File: src/rtl/add_sub_pkg.sv
// Shared definitions for the add/sub datapath stages: default width, accumulator
// state encoding and a sign-based overflow detector.
package add_sub_pkg;

  localparam int unsigned DefaultDataW = 16;

  typedef enum logic [1:0] {
    StIdle,
    StAccum,
    StHold
  } state_e;

  // Signed overflow of a + b: both operands share a sign that the sum does not.
  function automatic logic add_ovf(input logic a_sign, input logic b_sign, input logic s_sign);
    return (a_sign == b_sign) && (s_sign != a_sign);
  endfunction

endpackage

File: src/rtl/add_sub_accum.sv
// Streaming group accumulator: sums sign-extended add/sub results into groups of up to
// GRP_LEN beats (or closed early by in_last) and emits sum, beat count and sticky overflow.
module add_sub_accum
  import add_sub_pkg::*;
#(
  parameter int unsigned DATA_W  = DefaultDataW,
  parameter int unsigned ACC_W   = 20,
  parameter int unsigned GRP_LEN = 4
) (
  input  logic              clk,
  input  logic              rst_n,
  input  logic              clear,
  input  logic              in_valid,
  output logic              in_ready,
  input  logic [DATA_W-1:0] in_data,
  input  logic              in_last,
  output logic              out_valid,
  input  logic              out_ready,
  output logic [ACC_W-1:0]  out_sum,
  output logic [7:0]        out_count,
  output logic              out_ovf
);

  state_e             state_q, state_d;
  logic [ACC_W-1:0]   acc_q, acc_d;
  logic [7:0]         cnt_q, cnt_d;
  logic               ovf_q, ovf_d;

  logic [ACC_W-1:0]   data_ext;
  logic [ACC_W-1:0]   sum;
  logic [7:0]         cnt_inc;
  logic               accept;

  assign data_ext = {{(ACC_W - DATA_W){in_data[DATA_W-1]}}, in_data};
  // acc/cnt/ovf are zero in StIdle, so the same adder path serves the first beat.
  assign sum      = acc_q + data_ext;
  assign cnt_inc  = cnt_q + 8'd1;
  assign in_ready = (state_q != StHold);
  assign accept   = in_valid && in_ready;

  always_comb begin
    state_d = state_q;
    acc_d   = acc_q;
    cnt_d   = cnt_q;
    ovf_d   = ovf_q;
    unique case (state_q)
      StIdle, StAccum: begin
        if (accept) begin
          acc_d = sum;
          cnt_d = cnt_inc;
          ovf_d = ovf_q | add_ovf(acc_q[ACC_W-1], data_ext[ACC_W-1], sum[ACC_W-1]);
          if (in_last || (cnt_inc == 8'(GRP_LEN))) begin
            state_d = StHold;
          end else begin
            state_d = StAccum;
          end
        end
      end
      StHold: begin
        if (out_ready) begin
          state_d = StIdle;
          acc_d   = '0;
          cnt_d   = '0;
          ovf_d   = 1'b0;
        end
      end
      default: state_d = StIdle;
    endcase
    // Abort wins over any accept or output handshake in the same cycle.
    if (clear) begin
      state_d = StIdle;
      acc_d   = '0;
      cnt_d   = '0;
      ovf_d   = 1'b0;
    end
  end

  always_ff @(posedge clk) begin
    if (!rst_n) begin
      state_q <= StIdle;
      acc_q   <= '0;
      cnt_q   <= '0;
      ovf_q   <= 1'b0;
    end else begin
      state_q <= state_d;
      acc_q   <= acc_d;
      cnt_q   <= cnt_d;
      ovf_q   <= ovf_d;
    end
  end

  assign out_valid = (state_q == StHold);
  assign out_sum   = acc_q;
  assign out_count = cnt_q;
  assign out_ovf   = ovf_q;

endmodule

File: config.mk
export PLATFORM = sky130hd
export DESIGN_NAME = add_sub_accum
export DESIGN_NICKNAME = d
export VERILOG_FILES = /design/src/rtl/add_sub_pkg.sv /design/src/rtl/add_sub_accum.sv
export SDC_FILE = /design/constraint.sdc
export NUM_CORES = 1
export LEC_CHECK = 0
export ABC_AREA = 1
export CAP_MARGIN = 20
export CELL_PAD_IN_SITES_DETAIL_PLACEMENT = 2
export CELL_PAD_IN_SITES_GLOBAL_PLACEMENT = 2
export CORE_UTILIZATION = 29
export DETAILED_ROUTE_END_ITERATION = 8
export MAX_ROUTING_LAYER = met4
export PLACE_DENSITY_LB_ADDON = 0.1
export SYNTH_ARGS = -nofsm -noshare
export SYNTH_HDL_FRONTEND = slang
export SYNTH_SLANG_ARGS = --single-unit
File: constraint.sdc
create_clock -name clk -period 3.9 [get_ports clk]
set_clock_uncertainty 0.05 [all_clocks]
set_input_delay 0.585 -clock clk [delete_from_list [all_inputs] [get_ports clk]]
set_output_delay 0.585 -clock clk [all_outputs]
set_load 0.05 [all_outputs]
==> results of run 1 <==
==> worst max path at each step <==
| stage | endpoint | slack (ns) | depth (start not counted) |
|---|---|---|---|
| 6_report | out_sum[16] | 1.37 | 13 |
| 5_1_grt | out_sum[16] | 1.17 | 13 |
| 4_1_cts | out_sum[16] | 1.37 | 13 |
| 3_5_place_dp | out_sum[16] | 1.06 | 13 |
| 3_3_place_gp | out_sum[16] | 1.15 | 13 |
| 2_1_floorplan | out_sum[16] | 1.72 | 13 |
==> flip-flops by register name (all words and copies together), names as in the netlist <==
signal and count:
out_count 8, state_q 2, out_sum 20, out_ovf 1
==> cell families after synthesis <==
group	count (synthesis)
AND/OR/NAND/NOR	234
XOR/XNOR	1
flip-flops	31
buffers and inverters	67
AO/OA/AOI/OAI	62
adder cells (fa/ha/maj)	21
==> synth_stat cells, types with 2 or more instances <==
master / number
nand2_1: 141
inv_1: 49
a21oi_1: 40
dfxtp_1: 31
nand3_1: 29
ha_1: 20
nor2_1: 19
inv_2: 10
nand2_2: 10
nor2_2: 10
o21ai_0: 9
a21oi_2: 8
nand3b_1: 8
nand4_1: 5
nand3_2: 4
buf_2: 3
nor3_1: 3
clkbuf_1: 2
nor3_2: 2
==> worst max-delay path, delay by kind of cell <==
| family | cells | cell delay [ns] |
|---|---|---|
| AOI/OAI and AO/OA | 1 | 0.13 |
| adders and majority gates | 2 | 0.64 |
| and+or+nand+nor | 7 | 0.70 |
| buffers and inverters | 3 | 0.63 |
==> metal layers <==
metal  part of all wire, %  vias to the layer above
li1                      -                     1447
met1                    45                     1358
met2                    51                       44
met3                   2.2                       10
met4                   1.3                        0
met5                     0                        -
==> power breakdown <==
part / total, uW / switching (uW) / internal (uW)
Clock: 283 / 144 / 139
Sequential: 336 / 9.10 / 327
Combinational: 262 / 170 / 91.7
Total: 881 / 323 / 557
==> through the flow <==
step / area (um2) / utilization [%] / hold WS (ns) / power, uW / std cells
2_1_floorplan: 2582 / - / 0.4907 / 514.1 / 416
3_3_place_gp: 3212 / 37.01 / 0.3962 / 598.6 / 571
3_5_place_dp: 3212 / 37.01 / 0.4082 / 606.5 / 571
4_1_cts: 3299 / 38.02 / 0.4272 / 897.4 / 578
5_1_grt: 3299 / 38.02 / 0.4511 / 932.2 / 578
6_report: 3299 / 38.02 / 0.4239 / 880.7 / 578
==> final cells by class <==
| type | count | area (um2) |
|---|---|---|
| Timing Repair Buffer | 54 | 535.5 |
| Tap cell | 108 | 135.1 |
| Multi-Input combinational cell | 318 | 1695 |
| Clock buffer | 6 | 82.58 |
| Fill cell | 1097 | 5379 |
| Inverter | 60 | 225.2 |
| Sequential cell | 31 | 620.6 |
| Clock inverter | 1 | 5.005 |
==> reports/results.ini, run 1 <==
[min_path]
hold_start = out_ovf
hold_end = out_ovf
min_path_type = flop to flop
min_path_cells = 2

[power_and_ir_drop]
power.leakage_uw = 0.001520
vdd_drop_max_uv = 96.89
p_per_area_nw_per_um2 = 266.9

[floorplanning]
core-area_um2 = 8678
die_h_um = 96.37
start_util_pct = 29.76
num_rows = 34
dieWidth_um = 96.37
ios = 53
dieArea_um2 = 9286

[drt]
vias = 2859
routed_wl_mm = 9.360
firstDrtPassIters = 4
antenna_left = 0
vias_per_cell = 4.946
wl_per_cell_um = 16.19
drc_errors = 0
drt_iter0_drc = 47

[final_layout]
mostFrequentLayoutCell = nand2_1
drive_above_1_share_pct = 11.91
area_delta_synth_final_pct = 27.76
nNetsFinal = 513
num_antenna_cells = 0
final_cell_mix = nand2_1 (141), clkdlybuf4s50_1 (52), inv_1 (49), a21oi_1 (40), dfxtp_1 (31)

[setup_path]
crit_fanout = 4
crit_path_max_incr_delay_ns = 0.46
startpoint_type = primary input
cp_cell_sequence = clkdlybuf4s50_1 -> ha_1 -> inv_1 -> fa_1 -> inv_1 -> nand3_1 -> nand3_1 -> nand2_1 -> nand2_2 -> nand2_1 -> nand3b_1 -> nand3_1 -> a21oi_1
ff2ff_path_depth = 12
cp-startpoint = in_data[0]
cp_common_cell = nand3_1
cp_slowest_cell = clkdlybuf4s50_1
criticalPathCategory = primary input to flop
cp.arrival_ns = 2.69
r2r-end = out_sum[16]
rr_startpoint = out_sum[0]
rrSetupSlack_ns = 1.75
crit_required_ns = 4.06
end_kind = flop

[yosys]
synth.largest_area_cell = dfxtp_1
syn_area_um2 = 2582
ys.flop_type = dfxtp_1
synth_top_cell_area_share_pct = 24.03
synthMuxAreaShare_pct = 0
synth_fa_ha_area_share_pct = 10.47
yosysUniqueCellTypes = 32
synthTopCellsByArea = dfxtp_1 (24%), nand2_1 (20%), ha_1 (9.7%), a21oi_1 (7.8%), inv_1 (7.1%)
ys_seq_elements = 31
async_reset_ff_share_pct = 0
yosysWarnings = 0
syn_area_per_cell_um2 = 6.208
yosys.area_share.simple_pct = 41.09
syn_inst = 416
yosysSeqAreaShare_pct = 24.03
synth_top_family_by_area = simple AND/OR/NAND/NOR gates
synthXorXnorAreaFrac_pct = 0.3391
synth_nets = 459
synth_edf_count = 0
synth_compound_area_share_pct = 13.76

[global_route]
antenna_found_initial = 0
grtUsageMet1_pct = 25.12
grt_pass1_vias = 3132
grt_pass1_wl_mm = 15.18
grt_start_max_net_pins = 25
grt-busiest-layer = met2
met3_usage_pct = 2.765
grtUsageTotal_pct = 22.31
grt_util_met2_pct = 41.78
grt_overflow = 0

[timing]
rsz0062_at_grt = false
fin_crit_ns = 2.533
drv_slew = 0
setup_tns_ns = 0
setup_viol_count_final = 0
setup_ws_ns = 1.367
worst_pin_slew_ns = 0.5395
hold_viol = 0
fin_crit_sh_pct = 64.95
max_slew_margin_pct = 63.98
fmax_mhz = 394.8

[cts]
ctsHoldBuffers = 0
cts_num_sinks = 31
clk_latency_ns = 0.29
cts_tree = yes
cts_setup_buffers = 0
post_cts_resized = 0
cts_buffer_depth = 2
cts-htree-levels = 2
root_buffer = clkbuf_8
cts_buffers = 5
clkTransAtPathRegs_ns = 0.08

[status]
outcome = completed

[place]
io_buffers = 52
dp_slack_ns = 1.062
dp_hpwl_mm = 7.138
place_congestion = 0.7767

[flow_run]
maxCapViolCount = 0

Power figures use the tool's default switching activity.
==> run 2: changes to the inputs <==
- CORE_UTILIZATION: 29 -> 24
- clock period: 3.9 -> 2.1 ns (I/O delays scaled with it)
==> run 2 against run 1 <==
  * Largest power group unchanged
  * Combinational power rose by 110%
  * First-iteration DRC count is 11% higher
  * Total power increased by 94%
  * Largest cell class unchanged
  * Cell count grew 11%
==> reports/results.ini, run 2 (synthesis results as in run 1) <==
[status]
outcome = completed

[final_layout]
largest_reg_flops = 20  ; unchanged
multi_input_area_um2 = 1760  ; +3.8%
drive_above_1_share_pct = 20.99  ; +9.1 points
seq_area_um2 = 621.8  ; +0.20%
nNetsFinal = 548  ; +6.8%
final_cell_mix = nand2_1 (137), clkdlybuf4s50_1 (50), inv_1 (48), buf_4 (37), a21oi_1 (36)
num_antenna_cells = 0  ; unchanged
area_delta_synth_final_pct = 42.05
fillers = 1293  ; +18%
mostFrequentLayoutCell = nand2_1

[global_route]
grt_start_max_net_pins = 22  ; -12%
grt_pass1_wl_mm = 15.94  ; +5.0%
grtUsageTotal_pct = 18.41  ; -3.9 points
antenna_found_initial = 0  ; unchanged
grt_overflow = 0  ; unchanged
grt_pass1_vias = 3353  ; +7.1%

[cts]
cts-htree-levels = 2  ; unchanged
root_buffer = clkbuf_8
clk_latency_ns = 0.29  ; about the same
cts_num_sinks = 31  ; unchanged
ctsHoldBuffers = 0  ; unchanged
cts_tree = yes
cts_buffer_depth = 2  ; unchanged
cts_buffers = 5  ; unchanged
clkTransAtPathRegs_ns = 0.08  ; about the same

[setup_path]
end_kind = output pin
rrSetupSlack_ns = 0.21  ; -1.54 ns
ff2ff_path_depth = 12  ; unchanged
criticalPathCategory = flop to output pin
crit_fanout = 3  ; -1
cpLargestDelayFamily = buffers and inverters
cp_cell_sequence = inv_1 -> nor2_2 -> clkdlybuf4s50_1
startpoint_type = flop
critical_path_buf_inv_count = 2  ; -1
crit_required_ns = 1.74  ; -2.32 ns
r2r-end = out_sum[14]
crit_path_max_incr_delay_ns = 0.82  ; +0.36 ns
rr_startpoint = out_sum[0]
cp_slowest_cell = clkdlybuf4s50_1
cp.arrival_ns = 1.66  ; -1.03 ns

[power_and_ir_drop]
power.leakage_uw = 0.001710  ; +12%
finalPower_uw = 1707  ; +94%
vdd_drop_max_uv = 189.6  ; +96%
p_per_area_nw_per_um2 = 465.3  ; +74%

[min_path]
min_path_cells = 2  ; unchanged
hold_end = out_ovf
min_path_type = flop to flop
hold_start = out_ovf

[timing]
fin_crit_ns = 2.028
worst_pin_slew_ns = 0.5286  ; -0.01090 ns
hold_viol = 0  ; unchanged
max_slew_margin_pct = 64.65  ; +0.67 points
setup_tns_ns = 0  ; unchanged
drv_slew = 0  ; unchanged
fin_crit_sh_pct = 96.57
rsz0062_at_grt = true
fmax_mhz = 493.1
setup_viol_count_final = 0  ; unchanged

[flow_run]
maxCapViolCount = 0  ; unchanged

[floorplanning]
dieWidth_um = 105.7  ; +9.7%
dieArea_um2 = 11180  ; +20%
ios = 53  ; unchanged
core-area_um2 = 10370  ; +19%
die_h_um = 105.7  ; +9.7%
start_util_pct = 24.90  ; -4.9 points
num_rows = 37  ; +8.8%

[drt]
vias = 3020  ; +5.6%
wl_per_cell_um = 14.97  ; -7.6%
drc_errors = 0  ; unchanged
vias_per_cell = 4.711  ; -4.8%
drt_iter0_drc = 52  ; +11%
antenna_left = 0  ; unchanged
firstDrtPassIters = 4  ; unchanged
routed_wl_mm = 9.594  ; +2.5%

[place]
dp_hpwl_mm = 7.627  ; +6.8%
place_congestion = 0.7827  ; +0.77%
io_buffers = 52  ; unchanged

==> run 2: worst reg2reg max path: stages (launching register included) <==
cell and delay [ns]:
dfxtp_2 0.35, ha_2 0.18, inv_1 0.06, fa_2 0.40, inv_2 0.08, nand3_2 0.08, nand3_4 0.10, nand2_1 0.07
nand2_2 0.08, nand2_2 0.06, nand3b_1 0.09, nand3_1 0.08, a21oi_1 0.16
==> run 2: how the worst max path moves through the flow <==
stage	from	endpoint	slack (ns)	cells past startpoint
5_1_grt	in_data[0]	out_sum[12]	-0.02	13
4_1_cts	in_data[0]	out_sum[16]	0.04	13
3_3_place_gp	in_data[0]	out_sum[16]	-0.30	13
6_report	state_q[1]	out_valid	0.07	3
3_5_place_dp	in_data[0]	out_sum[12]	-0.38	14
2_1_floorplan	out_sum[1]	out_sum[16]	0.05	12
==> run 2: what timing repair did <==
action | CTS | global route
pin swaps | 0 | 6
endpoints found under the setup margin | 4 | 9
resized for setup | 2 | 16
buffers inserted | 0 | 3
==> run 2: layout make-up <==
| cell class | count | share of cell area (%) |
|---|---|---|
| clock buffer | 6 | 2.251 |
| clock inverter | 1 | 0.1364 |
| inverter | 60 | 6.139 |
| multi-input combinational | 318 | 47.99 |
| sequential | 31 | 16.95 |
| tap | 136 | 4.638 |
| timing repair buffer | 89 | 21.90 |
==> run 2: layer usage <==
layer  up-vias  part of all wire (%)  global-route usage [%]  routed length [um]
li1       1513                     -                       -                   -
met1      1453                    45                   21.10                4305
met2        47                    51                   33.85                4932
met3         7                   2.8                   2.474                 264
met4         0                  0.95                   4.067                  91
met5         -                     0                       -                   0
==> run 2: power by group <==
group,internal (uW),switching (uW)
registers,607,16.0
logic,226,334
clock network,258,266
total,1090,616
==> run 2: stage by stage <==
| step | hold WS (ns) | setup WS, ns | utilization [%] | cells | area [um2] |
|---|---|---|---|---|---|
| after global placement | 0.4117 | -0.2984 | 33.64 | 631 | 3488 |
| after floorplan | 0.3594 | 0.05173 | - | 416 | 2584 |
| after CTS | 0.4358 | 0.03923 | 34.56 | 638 | 3583 |
| final | 0.4342 | 0.07210 | 35.38 | 641 | 3669 |
| after global routing | 0.4587 | -0.01646 | 35.38 | 641 | 3669 |
| after detailed placement | 0.4235 | -0.3801 | 33.64 | 631 | 3488 |
